--- src/rtl/mul_share_pkg.sv ---
// Shared definitions for the multiplier-sharing controller: state encoding
// and default widths/timeouts.
package mul_share_pkg;

  localparam int ST_W = 3;

  localparam logic [ST_W-1:0] S_IDLE  = 3'd0;
  localparam logic [ST_W-1:0] S_CLR   = 3'd1;
  localparam logic [ST_W-1:0] S_START = 3'd2;
  localparam logic [ST_W-1:0] S_WAIT  = 3'd3;
  localparam logic [ST_W-1:0] S_RESP  = 3'd4;

  typedef enum logic [ST_W-1:0] {
    ST_IDLE  = S_IDLE,
    ST_CLR   = S_CLR,
    ST_START = S_START,
    ST_WAIT  = S_WAIT,
    ST_RESP  = S_RESP
  } state_e;

  localparam int DEF_OP_W    = 8;
  localparam int DEF_RES_W   = 2 * DEF_OP_W;
  localparam int DEF_TMO_CYC = 64;

endpackage

--- src/rtl/mul_share_ctrl_rr_pick.sv ---
// Combinational round-robin picker: first asserted request at or after ptr,
// wrapping around; returns one-hot grant plus its index.
module mul_share_ctrl_rr_pick #(
  parameter int N_REQ = 2,
  parameter int IDX_W = 1
) (
  input  logic [N_REQ-1:0] req,
  input  logic [IDX_W-1:0] ptr,
  output logic [N_REQ-1:0] gnt,
  output logic [IDX_W-1:0] idx,
  output logic             vld
);

  always_comb begin
    gnt = '0;
    idx = '0;
    vld = 1'b0;
    // First pass covers ptr..N_REQ-1, second pass wraps to 0..ptr-1.
    for (int j = 0; j < N_REQ; j++) begin
      if (!vld && req[j] && (IDX_W'(j) >= ptr)) begin
        vld    = 1'b1;
        gnt[j] = 1'b1;
        idx    = IDX_W'(j);
      end
    end
    for (int j = 0; j < N_REQ; j++) begin
      if (!vld && req[j]) begin
        vld    = 1'b1;
        gnt[j] = 1'b1;
        idx    = IDX_W'(j);
      end
    end
  end

endmodule

--- src/rtl/mul_share_ctrl.sv ---
// Time-shares one iterative multiplier between N_REQ requesters: round-robin
// grant, operand capture, clear/start sequencing and product return.
module mul_share_ctrl
  import mul_share_pkg::*;
#(
  parameter int N_REQ   = 2,
  parameter int OP_W    = DEF_OP_W,
  parameter int RES_W   = DEF_RES_W,
  parameter int TMO_CYC = DEF_TMO_CYC
) (
  input  logic                  clk,
  input  logic                  rst_n,
  input  logic [N_REQ-1:0]      req,
  input  logic [N_REQ*OP_W-1:0] a_flat,
  input  logic [N_REQ*OP_W-1:0] b_flat,
  output logic [N_REQ-1:0]      ack,
  output logic [N_REQ-1:0]      done,
  output logic                  err,
  output logic [RES_W-1:0]      result_o,
  output logic                  busy,
  output logic [OP_W-1:0]       mul_a,
  output logic [OP_W-1:0]       mul_b,
  output logic                  mul_start,
  output logic                  mul_rst,
  input  logic                  mul_busy,
  input  logic [RES_W-1:0]      mul_result
);

  localparam int IDX_W = (N_REQ > 2) ? $clog2(N_REQ) : 1;
  localparam int CNT_W = (TMO_CYC > 2) ? $clog2(TMO_CYC) : 1;
  localparam logic [CNT_W-1:0] CNT_MAX  = CNT_W'(TMO_CYC - 1);
  localparam logic [IDX_W-1:0] LAST_IDX = IDX_W'(N_REQ - 1);

  state_e            state_q, state_d;
  logic [IDX_W-1:0]  ptr_q, ptr_d;
  logic [IDX_W-1:0]  g_q, g_d;
  logic [CNT_W-1:0]  cnt_q, cnt_d;
  logic [N_REQ-1:0]  ack_q, ack_d;
  logic [N_REQ-1:0]  done_q, done_d;
  logic              err_q, err_d;
  logic [RES_W-1:0]  result_q, result_d;
  logic [OP_W-1:0]   mul_a_q, mul_a_d;
  logic [OP_W-1:0]   mul_b_q, mul_b_d;
  logic              mul_start_q, mul_start_d;
  logic              mul_rst_q, mul_rst_d;

  logic [N_REQ-1:0]  pick_gnt;
  logic [IDX_W-1:0]  pick_idx;
  logic              pick_vld;
  logic [OP_W-1:0]   a_sel, b_sel;

  mul_share_ctrl_rr_pick #(
    .N_REQ(N_REQ),
    .IDX_W(IDX_W)
  ) u_rr_pick (
    .req(req),
    .ptr(ptr_q),
    .gnt(pick_gnt),
    .idx(pick_idx),
    .vld(pick_vld)
  );

  always_comb begin
    a_sel = '0;
    b_sel = '0;
    for (int j = 0; j < N_REQ; j++) begin
      if (pick_gnt[j]) begin
        a_sel = a_flat[j*OP_W +: OP_W];
        b_sel = b_flat[j*OP_W +: OP_W];
      end
    end
  end

  always_comb begin
    state_d     = state_q;
    ptr_d       = ptr_q;
    g_d         = g_q;
    cnt_d       = cnt_q;
    result_d    = result_q;
    mul_a_d     = mul_a_q;
    mul_b_d     = mul_b_q;
    ack_d       = '0;
    done_d      = '0;
    err_d       = 1'b0;
    mul_start_d = 1'b0;
    mul_rst_d   = 1'b0;
    // Each pulse is set on the transition so it is visible in the next state.
    case (state_q)
      ST_IDLE: begin
        if (pick_vld) begin
          ack_d     = pick_gnt;
          g_d       = pick_idx;
          mul_a_d   = a_sel;
          mul_b_d   = b_sel;
          mul_rst_d = 1'b1;
          state_d   = ST_CLR;
        end
      end
      ST_CLR: begin
        mul_start_d = 1'b1;
        state_d     = ST_START;
      end
      ST_START: begin
        cnt_d   = '0;
        state_d = ST_WAIT;
      end
      ST_WAIT: begin
        if (!mul_busy) begin
          result_d    = mul_result;
          done_d[g_q] = 1'b1;
          state_d     = ST_RESP;
        end else if (cnt_q == CNT_MAX) begin
          result_d    = '0;
          err_d       = 1'b1;
          done_d[g_q] = 1'b1;
          state_d     = ST_RESP;
        end else begin
          cnt_d = cnt_q + CNT_W'(1);
        end
      end
      ST_RESP: begin
        ptr_d   = (g_q == LAST_IDX) ? '0 : g_q + IDX_W'(1);
        state_d = ST_IDLE;
      end
      default: state_d = ST_IDLE;
    endcase
  end

  always_ff @(posedge clk or negedge rst_n) begin
    if (!rst_n) begin
      state_q     <= ST_IDLE;
      ptr_q       <= '0;
      g_q         <= '0;
      cnt_q       <= '0;
      ack_q       <= '0;
      done_q      <= '0;
      err_q       <= 1'b0;
      result_q    <= '0;
      mul_a_q     <= '0;
      mul_b_q     <= '0;
      mul_start_q <= 1'b0;
      mul_rst_q   <= 1'b0;
    end else begin
      state_q     <= state_d;
      ptr_q       <= ptr_d;
      g_q         <= g_d;
      cnt_q       <= cnt_d;
      ack_q       <= ack_d;
      done_q      <= done_d;
      err_q       <= err_d;
      result_q    <= result_d;
      mul_a_q     <= mul_a_d;
      mul_b_q     <= mul_b_d;
      mul_start_q <= mul_start_d;
      mul_rst_q   <= mul_rst_d;
    end
  end

  assign ack       = ack_q;
  assign done      = done_q;
  assign err       = err_q;
  assign result_o  = result_q;
  assign busy      = (state_q != ST_IDLE);
  assign mul_a     = mul_a_q;
  assign mul_b     = mul_b_q;
  assign mul_start = mul_start_q;
  // The shared multiplier is held in clear whenever the controller is in reset.
  assign mul_rst   = mul_rst_q | ~rst_n;

endmodule

--- config.mk ---
export PLATFORM = sky130hd
export DESIGN_NAME = mul_share_ctrl
export DESIGN_NICKNAME = d
export VERILOG_FILES = /design/src/rtl/mul_share_pkg.sv /design/src/rtl/mul_share_ctrl_rr_pick.sv /design/src/rtl/mul_share_ctrl.sv
export SDC_FILE = /design/constraint.sdc
export NUM_CORES = 1
export LEC_CHECK = 0
export CAP_MARGIN = 15
export CORE_MARGIN = 10
export CORE_UTILIZATION = 41
export DETAILED_ROUTE_END_ITERATION = 6
export HOLD_SLACK_MARGIN = 0.12
export PLACE_DENSITY = 0.79
export SYNTH_ARGS = -nofsm -noshare
export SYNTH_HDL_FRONTEND = slang
export SYNTH_SLANG_ARGS = --single-unit
--- constraint.sdc ---
create_clock -name clk -period 2.1 [get_ports clk]
set_clock_uncertainty 0.2 [all_clocks]
set_input_delay 0.42 -clock clk [delete_from_list [all_inputs] [get_ports clk]]
set_output_delay 0.42 -clock clk [all_outputs]
set_load 0.05 [all_outputs]
==> run summary <==
The run finished with clean final reports. The remaining antenna violation count came out at 0. The layout net count came out at 338. The total count of hold-check failures in the final report is 0.

Among all stages on the critical path, the largest delay is contributed by sky130_fd_sc_hd__dlygate4sd3_1. Total power for the finished layout comes to ~4.8 mW. For this configuration, the core starts out at a cell density of 43.0%. The tree is rooted in a sky130_fd_sc_hd__clkbuf_8. The routed wire length is 5.69 mm. The max-cap violation count is 0. The global-route wire length before repair is 9.57 mm.

The critical path goes through dlygate4sd3_1 -> buf_2 -> nand2b_1 -> buf_12. Relative to the synthesized area, the layout overhead comes to 51.3%. Setup repair after global routing left no endpoint under its margin. Cells with a size suffix above 1 make up a little under a quarter of the layout. The standby leakage power is about 1.5 nW.

TritonCTS built the clock tree. The number of DRC markers in iteration 0 is 91. The number of filler instances in the final layout is 408.

The initial antenna violation count is 0. The total of endpoints with negative setup slack in the final report came out at 0. The detail-routed via count per cell came out at 5.08.

Measured along the x axis, the die boundary spans 91.0 µm. The height of the die is 91.0 µm. The iteration count of the initial detailed-routing pass is 4. The estimated wirelength of the detail-placed design came out at 4.43 mm.

The count of distinct cell types in the synthesized netlist came out at 37. In this design, the largest share of critical-path delay is due to buffers and inverters. The synthesized-area fraction occupied by xor and xnor cells is 0%. Along the worst path, the maximum fanout reaches 2.

At the later pin of the worst-skew pair, clock insertion delay measures 0.29 ns. The wire length per cell is about 16 µm. Row generation in the floorplan step produced 25 rows. In this design, the stage delay of the slowest critical-path cell is 0.54 ns. The final critical path takes up 95.2% of the cycle. The number of max-slew violations in the final report was 0.

The remaining routing DRC violations is 0. Summing all multi-input logic gate instances after layout gives 762 µm². The gate count of the mapped netlist is 182. The worst path arrival time came out at about 1.4 ns. At the end of the flow the core is filled with cells to 65.0%.

The clock share of power came out at between 10% and 20%. In the final timing run, aggregate negative setup slack is 0 ns. The synthesized-area fraction occupied by ao, oa, aoi and oai cells is 24.4%. The combinational group share of total power is a little under three fifths.

The yosys synthesis warning count came out at 0. The global route total overflow is 0. The setup path with the least slack is of type in2out. The max-slew headroom at the worst pin is between 50 and 60%. The number of setup buffers added after CTS is 0. STA classifies the critical path startpoint as an input pin. TritonCTS created 5 clock buffers. Among all flip-flop cells after synthesis, the most frequent one is sky130_fd_sc_hd__dfrtp_1.

The power density over the cells is 1520 mW/mm². The total I/O pin count came out at 93. The floorplan die area is 0.00829 mm². The share of synthesized area spent on multiplexers came out at 0%. The last weighted congestion value of the routability-driven placer is 0.736. The clock slew seen by the registers of the worst setup and hold paths is 0.08 ns. Of the total synthesized cell area, the portion taken by AND, OR, NAND and NOR gates is 11.3%.

The total internal power came out at 2.49 mW. The switching power came out at roughly 2.3 mW. The maximum root-to-sink buffer count is 2. The post-synthesis instance area is between 0.002 and 0.0025 mm². The total nets after synthesis is 236. The clock period could shrink to 2.00 ns. The count of buffers from port buffering is 92. After synthesis, the largest family of logic cells by area is compound AO/OA/AOI/OAI gates. The worst setup path is captured at an output port.

The sequential cell area fraction in the yosys report came out at 60.5%. The achievable frequency came out at 0.500 GHz. The final route contains ~1.8k vias. The sequential power share came out at 32.9%.

The placed instance count came out at 343. IR analysis of the VDD net gives a maximum drop of 0.986 mV. The critical path contains buffers and inverters numbering 3 combined. The storage element area is 0.00125 mm². The number of synthesized register bits is 50. Entering global routing, the biggest net connects 51 pins. The core region is 0.00482 mm². The number of sinks driven by the clock tree is 50. The finished layout holds ~350 standard cells, fillers aside.

Averaged over all synthesized cells, the footprint is between 10 and 15 µm². The actual slew at the worst max-slew pin is 0.613 ns. The H-tree depth reported by CTS came out at 2. Of all flip-flops after synthesis, the portion carrying an async set or reset was 100%. The via count of the first global-routing pass is between 1.5k and 2k.

The fraction of power spent switching nets is 47.7%. The worst hold path belongs to the class reg2reg. At the worst endpoint, the required time is about 1.5 ns. The repair_antennas step left the layout with diodes totalling 0. The count of flip-flops with a built-in enable after synthesis is 0. The final hold slack is roughly 0.3 ns.

Across every metal layer, demand over resource in global routing totals about 14%. The adder-cell share of the synthesized area is less than 1%.
stage by stage:
stage	setup WS [ns]	cell area, µm²
floorplan	0.313	2070
global placement	0.149	3020
detailed placement	0.114	3020
CTS	0.0620	3120
global route	0.0205	3130
finish	0.100	3130
power by group through the flow:
stage	combinational [mW]	sequential (mW)	clock, mW
2_1_floorplan	0.744	2.59	0
3_3_place_gp	2.63	1.57	0
3_5_place_dp	2.68	1.57	0
4_1_cts	2.68	1.56	0.581
5_1_grt	2.82	1.63	0.632
6_report	2.64	1.57	0.560
cells in the final DEF (no fill, tap or decap), drive strengths merged, types with 4 or more instances in the layout:
cell type,instances
a21oi,5
a22o,16
a22oi,16
a31oi,5
buf,52
clkbuf,7
clkdlybuf4s50,51
dfrtp,50
inv,6
nand2,18
nand3,4
nor2,7
o21ai,22
worst register-to-register path: cells and delay by family, from the launching register on:
kind                       cells  cell delay (ns)
AOI/OAI and AO/OA              2             0.57
DFF                            1             0.41
and+or+nand+nor                2             0.40
adders and majority gates      1             0.26
flip-flops by register name, summed over array words and instances, names as in the netlist:
signal and cells:
mul_b 8, ptr_q 1, cnt_q 6, err 1, state_q 3, mul_start 1, mul_rst_q 1, mul_a 8
done 2, result_o 16, ack 2, g_q 1
cell usage after synthesis, drive strengths merged, types with 2 or more instances:
cell type  number  share of area [%]
and3            3               0.91
nand4           2               0.91
nand2          18                3.3
a22oi          16                5.8
buf             4                1.3
o21ai          22                5.9
a22o           16                6.8
inv             6                1.1
a21oi           5                1.2
dfrtp          50                 60
nand2b          2               0.60
nand3           4                1.6
clkbuf          5               0.91
and2            3               0.91
a21boi          2               0.91
a31oi           5                1.5
nor2            7                1.4
worst paths after layout:
check	start	depth (start not counted)	to	slack, ns
worst max-delay path	rst_n	4	mul_rst	0.1
worst min-delay path	mul_a[7]	2	mul_a[7]	0.29
worst max register to register	cnt_q[0]	5	result_o[0]	0.15
worst min register to register	mul_a[7]	2	mul_a[7]	0.29
max in group asynchronous	rst_n	3	err	0.70
min in group asynchronous	rst_n	3	mul_a[2]	0.60
final cells by class:
| type | instances | share of cell area (%) |
|---|---|---|
| Multi-Input combinational cell | 117 | 24.3 |
| Tap cell | 67 | 2.68 |
| Inverter | 6 | 0.719 |
| Clock inverter | 1 | 0.160 |
| Timing Repair Buffer | 104 | 29.4 |
| Clock buffer | 7 | 2.76 |
| Sequential cell | 50 | 40.0 |
layer usage:
layer | global-route usage, % | vias up | share of wire [%]
li1 | - | 874 | -
met1 | 15.7 | 864 | 42
met2 | 24.2 | 48 | 52
met3 | 4.61 | 2 | 4.8
met4 | 3.92 | 0 | 0.63
met5 | 0 | - | 0
timing repair:
item	4_1_cts	5_1_grt
hold endpoints to repair	50	0
setup endpoints to repair	0	17
hold buffers	1	0
gates resized for setup	0	2
cells by family after synthesis:
group	count (synthesis)
DFF	50
AOI/OAI and AO/OA	72
and+or+nand+nor	44
adders and majority gates	1
buffers and inverters	15
No activity file was read; power rests on OpenSTA's default activity.
